--- config.mk ---
export PLATFORM = sky130hd
export DESIGN_NAME = shared_bus_arbiter
export DESIGN_NICKNAME = d
export VERILOG_FILES = /design/src/rtl/shared_bus_arbiter.sv
export SDC_FILE = /design/constraint.sdc
export NUM_CORES = 1
export LEC_CHECK = 0
export BUFFER_PORTS_ARGS = -buffer_cell sky130_fd_sc_hd__buf_2
export CORE_AREA = 2 2 137 139
export DETAILED_ROUTE_END_ITERATION = 8
export DIE_AREA = 0 0 139 141
export MAX_ROUTING_LAYER = met4
export PLACE_DENSITY = 0.65
export SLEW_MARGIN = 20
export SYNTH_ARGS = -nofsm -noshare
export SYNTH_HDL_FRONTEND = slang
export SYNTH_SLANG_ARGS = --single-unit
export TNS_END_PERCENT = 5
--- constraint.sdc ---
create_clock -name clk -period 10.1 [get_ports clk]
set_input_delay 1.01 -clock clk [delete_from_list [all_inputs] [get_ports clk]]
set_output_delay 1.01 -clock clk [all_outputs]
set_load 0.02 [all_outputs]
--- src/rtl/shared_bus_arbiter.sv ---
// Round-robin arbiter for a shared snooping bus: grants one core at a time,
// broadcasts the owner's transaction and folds every core's cache hit into the others.
module shared_bus_arbiter #(
  parameter int unsigned NUM_CORES = 4,
  parameter int unsigned HOLD_MAX  = 16,
  parameter int unsigned OWNER_W   = $clog2(NUM_CORES)
) (
  input  logic                      clk,
  input  logic                      reset,
  input  logic [NUM_CORES-1:0]      req_core,
  input  logic [2*NUM_CORES-1:0]    core_bus_operation_in,
  input  logic [32*NUM_CORES-1:0]   core_bus_address_in,
  input  logic [32*NUM_CORES-1:0]   core_bus_data_in,
  input  logic [NUM_CORES-1:0]      core_cache_hit_in,
  output logic [NUM_CORES-1:0]      grant,
  output logic [1:0]                bus_operation_out,
  output logic [31:0]               bus_address_out,
  output logic [31:0]               bus_data_out,
  output logic                      bus_valid,
  output logic [OWNER_W-1:0]        bus_owner,
  output logic [NUM_CORES-1:0]      snoop_hit_out,
  output logic                      timeout_pulse
);

  localparam int unsigned HOLD_W = $clog2(HOLD_MAX);
  localparam logic [1:0]  OP_NON = 2'b11;

  typedef enum logic [1:0] {
    S_IDLE    = 2'd0,
    S_GRANT   = 2'd1,
    S_RELEASE = 2'd2
  } state_t;

  state_t                 r_state;
  state_t                 w_state_nxt;

  logic [NUM_CORES-1:0]   r_grant;
  logic [1:0]             r_op;
  logic [31:0]            r_addr;
  logic [31:0]            r_data;
  logic                   r_valid;
  logic [OWNER_W-1:0]     r_owner;
  logic [OWNER_W-1:0]     r_last_owner;
  logic [HOLD_W-1:0]      r_hold;
  logic                   r_timeout;

  logic [NUM_CORES-1:0]   w_grant_nxt;
  logic [1:0]             w_op_nxt;
  logic [31:0]            w_addr_nxt;
  logic [31:0]            w_data_nxt;
  logic                   w_valid_nxt;
  logic [OWNER_W-1:0]     w_owner_nxt;
  logic [OWNER_W-1:0]     w_last_nxt;
  logic [HOLD_W-1:0]      w_hold_nxt;
  logic                   w_timeout_nxt;

  logic                   w_found;
  logic [OWNER_W-1:0]     w_sel;
  int unsigned            w_dist;
  int unsigned            w_best;
  logic [1:0]             w_own_op;
  logic [31:0]            w_own_addr;
  logic [31:0]            w_own_data;
  logic                   w_owner_req;
  logic                   w_hold_max;
  logic                   w_exit;
  logic                   w_force;
  logic [NUM_CORES-1:0]   w_snoop;

  // Round-robin pick: requester with the smallest distance past last_owner.
  always_comb begin
    w_found = 1'b0;
    w_sel   = '0;
    w_best  = NUM_CORES;
    w_dist  = 0;
    for (int unsigned c = 0; c < NUM_CORES; c++) begin
      w_dist = (c + 2 * NUM_CORES - 1 - 32'(r_last_owner)) % NUM_CORES;
      if (req_core[c] && (w_dist < w_best)) begin
        w_best  = w_dist;
        w_sel   = OWNER_W'(c);
        w_found = 1'b1;
      end
    end
  end

  assign w_own_op    = core_bus_operation_in[{r_owner, 1'b0} +: 2];
  assign w_own_addr  = core_bus_address_in[{r_owner, 5'b0} +: 32];
  assign w_own_data  = core_bus_data_in[{r_owner, 5'b0} +: 32];
  assign w_owner_req = req_core[r_owner];
  assign w_hold_max  = (r_hold == HOLD_W'(HOLD_MAX - 1));
  assign w_exit      = !w_owner_req || w_hold_max;
  assign w_force     = w_owner_req && w_hold_max;

  // Each core sees the OR of everyone else's hit, never its own.
  always_comb begin
    w_snoop = '0;
    for (int unsigned i = 0; i < NUM_CORES; i++) begin
      for (int unsigned j = 0; j < NUM_CORES; j++) begin
        if (i != j) w_snoop[i] = w_snoop[i] | core_cache_hit_in[j];
      end
    end
  end

  always_ff @(posedge clk or posedge reset) begin
    if (reset) r_state <= S_IDLE;
    else       r_state <= w_state_nxt;
  end

  always_comb begin
    w_state_nxt = r_state;
    unique case (r_state)
      S_IDLE:    if (w_found) w_state_nxt = S_GRANT;
      S_GRANT:   if (w_exit)  w_state_nxt = S_RELEASE;
      S_RELEASE: w_state_nxt = S_IDLE;
      default:   w_state_nxt = S_IDLE;
    endcase
  end

  // Next values of the registered bus outputs; address/data hold outside GRANT.
  always_comb begin
    w_grant_nxt   = r_grant;
    w_op_nxt      = r_op;
    w_addr_nxt    = r_addr;
    w_data_nxt    = r_data;
    w_valid_nxt   = r_valid;
    w_owner_nxt   = r_owner;
    w_last_nxt    = r_last_owner;
    w_hold_nxt    = r_hold;
    w_timeout_nxt = 1'b0;
    unique case (r_state)
      S_IDLE: begin
        w_grant_nxt = '0;
        w_op_nxt    = OP_NON;
        w_valid_nxt = 1'b0;
        if (w_found) begin
          w_grant_nxt = NUM_CORES'(1) << w_sel;
          w_owner_nxt = w_sel;
          w_hold_nxt  = '0;
        end
      end
      S_GRANT: begin
        if (w_exit) begin
          w_grant_nxt   = '0;
          w_op_nxt      = OP_NON;
          w_valid_nxt   = 1'b0;
          w_timeout_nxt = w_force;
        end else begin
          w_op_nxt    = w_own_op;
          w_addr_nxt  = w_own_addr;
          w_data_nxt  = w_own_data;
          w_valid_nxt = (w_own_op != OP_NON);
          if (!w_hold_max) w_hold_nxt = r_hold + 1'b1;
        end
      end
      S_RELEASE: begin
        w_grant_nxt = '0;
        w_op_nxt    = OP_NON;
        w_valid_nxt = 1'b0;
        w_last_nxt  = r_owner;
      end
      default: begin
        w_grant_nxt = '0;
        w_op_nxt    = OP_NON;
        w_valid_nxt = 1'b0;
      end
    endcase
  end

  always_ff @(posedge clk or posedge reset) begin
    if (reset) begin
      r_grant      <= '0;
      r_op         <= OP_NON;
      r_addr       <= '0;
      r_data       <= '0;
      r_valid      <= 1'b0;
      r_owner      <= '0;
      r_last_owner <= OWNER_W'(NUM_CORES - 1);
      r_hold       <= '0;
      r_timeout    <= 1'b0;
    end else begin
      r_grant      <= w_grant_nxt;
      r_op         <= w_op_nxt;
      r_addr       <= w_addr_nxt;
      r_data       <= w_data_nxt;
      r_valid      <= w_valid_nxt;
      r_owner      <= w_owner_nxt;
      r_last_owner <= w_last_nxt;
      r_hold       <= w_hold_nxt;
      r_timeout    <= w_timeout_nxt;
    end
  end

  assign grant             = r_grant;
  assign bus_operation_out = r_op;
  assign bus_address_out   = r_addr;
  assign bus_data_out      = r_data;
  assign bus_valid         = r_valid;
  assign bus_owner         = r_owner;
  assign timeout_pulse     = r_timeout;
  assign snoop_hit_out     = w_snoop;

endmodule
==> flow_summary.ini <==
[timing]
fmax_ghz = 0.250
max_slew_margin_pct = 48.8
setup_viol = 0
hold_viol_final = 0
tns_ns = 0
maxSlewViolCount = 0
timing.final.crit_share_pct = 39.6
period_needed_ns = 4.00
worst_pin_slew_ns = 0.768
skew_ns = 0.00585
grt_setup_unrepaired = false
hold_slack_ns = 0.484

[run]
maxCapViolations = 0

[worst_hold_path]
hp-class = reg2reg

[detailed_routing]
detail-route-antenna-nets = 0
dr.pass1.iters = 4
vias = 4317
wl_mm = 15.9
vias_per_cell = 4.84
drc_errors = 0
drt_iter0_drc = 170
drt-wirelength-per-cell_um = 17.8

[logic_synthesis]
synth-async-reset-ratio_pct = 100
avgSynthCellArea_um2 = 16.5
ys_ff_latch = 82
synth-warning-count = 0
yosysSeqAreaShare_pct = 40.0
synth_edf_count = 0
synth_flop_cell = dfrtp_1
syn_inst = 311
synth_cell_types = 35
syn_nets = 589
syn_area_um2 = 5140

[floorplanning]
row_count = 50
die_h_um = 141
start_util_pct = 28.1
dieArea_um2 = 19600
coreArea_um2 = 18300
die_x_um = 139
io_pins = 352

[critical_path]
critPathSlowestCell = mux2_2
crit_path_start_kind = input port
cp_num_buf_inv = 1
cp_top_family = compound AO/OA/AOI/OAI gates
slowest_delay_ns = 0.30
required_ns = 10.33
crit_arrival_ns = 4.23
critPathMaxFanout = 8
path_cells = buf_2 > nand2b_1 > ha_1 > a21o_1 > a21o_1 > mux2_2 > ha_1 > and4b_1 > a22o_1 > nand2_1 > o21a_1 > ha_1 > a21oi_1 > o21ai_0 > a41o_1 > a32o_1
critPathCaptureType = flip-flop
crit_type = in2reg
path_common_cell = ha_1

[cts]
htreeDepth = 3
cts.root.buffer_cell = clkbuf_16
cts_setup_buffers = 0
cts_resized = 0
clock_sinks = 82
clk_pin_slew_ns = 0.06
cts_buffers = 9
cts_buffer_depth = 2
clock_latency_ns = 0.34
cts_hold_buf = 0
cts_tree = yes

[finish]
fin_nets = 931
antennaDiodeCount = 0
area_delta_synth_final_pct = 42.9
layout-drive-gt1-share_pct = 77.7
mostFrequentLayoutCells = 351 x buf_2, 76 x dfrtp_1, 67 x mux4_2
layout_commonest_cell = buf_2

[global_route]
first_global_vias = 4389
grt_usage_pct = 16.1
grt_pass1_wl_mm = 23.7
grt_max_degree = 43
grt_antenna_before_repair = 0
grt_remaining_overflow = 0

[outcome]
status = completed

[place]
gp_congestion = 0.876
placement.io_buffers = 351
dp_hpwl_mm = 12.7

[power]
power_density_nw_per_um2 = 311
peakVddDrop_mv = 0.231
finalPower_w = 0.00228
power.leakage_nw = 3.60
## cell usage after synthesis (2+ instances only)
library cell / n / share of area, %
or3_1: 5 / 0.61
clkbuf_1: 6 / 0.44
dfrtp_1: 78 / 38
buf_2: 9 / 0.88
mux2_4: 62 / 18
o21ai_0: 5 / 0.49
nand2b_1: 4 / 0.49
and2_1: 2 / 0.24
nand2_1: 10 / 0.73
mux4_2: 67 / 29
o21a_1: 3 / 0.44
nand3_1: 4 / 0.39
a21oi_1: 5 / 0.49
buf_6: 8 / 1.8
nor2_1: 6 / 0.44
ha_1: 4 / 0.97
inv_1: 3 / 0.22
a21o_1: 2 / 0.29
a22o_1: 2 / 0.34
a32o_1: 2 / 0.39
mux2_2: 4 / 0.88
dfstp_2: 4 / 2.0
nor3_1: 4 / 0.39
## report_power, final
part	internal, W	switching (W)	leakage (nW)	total (W)
Clock	0.000172	0.000134	0.131	0.000306
Combinational	0.000727	0.000597	2.49	0.00132
Sequential	0.000499	0.000154	0.979	0.000652
Total	0.00140	0.000884	3.60	0.00228
## worst min-delay path, stage by stage, from the launching register on
cell     delay (ns)
dfrtp_1        0.35
nand2_1        0.05
nand2_1        0.06
## state kept, by name, indices dropped and copies added (netlist names)
signal,count
bus_address_out,32
bus_data_out,32
bus_operation_out,2
bus_owner,2
bus_valid,1
grant,4
r_hold,4
r_last_owner,2
r_state,2
timeout_pulse,1
## logic make-up after synthesis
| logic type | Yosys count | synth area share, % |
|---|---|---|
| mux | 133 | 48.3 |
| flops | 82 | 40.0 |
| simple gates | 39 | 3.85 |
| buf+inv | 27 | 3.36 |
| compound gates | 25 | 3.31 |
| fa+ha+maj | 4 | 0.974 |
| xor+xnor | 1 | 0.170 |
## layer usage
layer  vias up  track usage, %  part of all wire [%]
met4         0            5.37                   1.5
li1       1939               -                     -
met1      2137            19.1                    39
met5         -               -                     0
met3        18            3.70                   7.6
met2       223            27.4                    51
## final cells by class
| type | count | area (um2) |
|---|---|---|
| fill | 1788 | 10900 |
| multi-input combinational | 202 | 2920 |
| sequential | 82 | 2060 |
| timing repair buffer | 355 | 1790 |
| tap | 234 | 293 |
| clock buffer | 11 | 243 |
| clock inverter | 5 | 30.0 |
| inverter | 3 | 12.5 |
## final timing paths
path                                          to  slack (ns)        startpoint  depth (start not counted)
worst max-delay path                    grant[0]        6.10       req_core[0]                         16
worst min-delay path            bus_data_out[31]        0.48  bus_data_out[31]                          2
worst max register to register          grant[0]        6.17   r_last_owner[0]                         16
worst min register to register  bus_data_out[31]        0.48  bus_data_out[31]                          2
max in group asynchronous           bus_owner[0]        8.30             reset                          3
min in group asynchronous       bus_data_out[27]        0.74             reset                          2
## through the flow
stage	cells	worst slack (ns)	cell area [um2]	utilization (%)
finish	892	6.10	7350	40.2
floorplan	311	6.18	5140	-
detailed placement	876	5.78	7070	38.7
global placement	876	5.84	7070	38.7
CTS	892	6.14	7350	40.2
global route	892	5.86	7350	40.2
No activity file was read; power rests on OpenSTA's default activity.
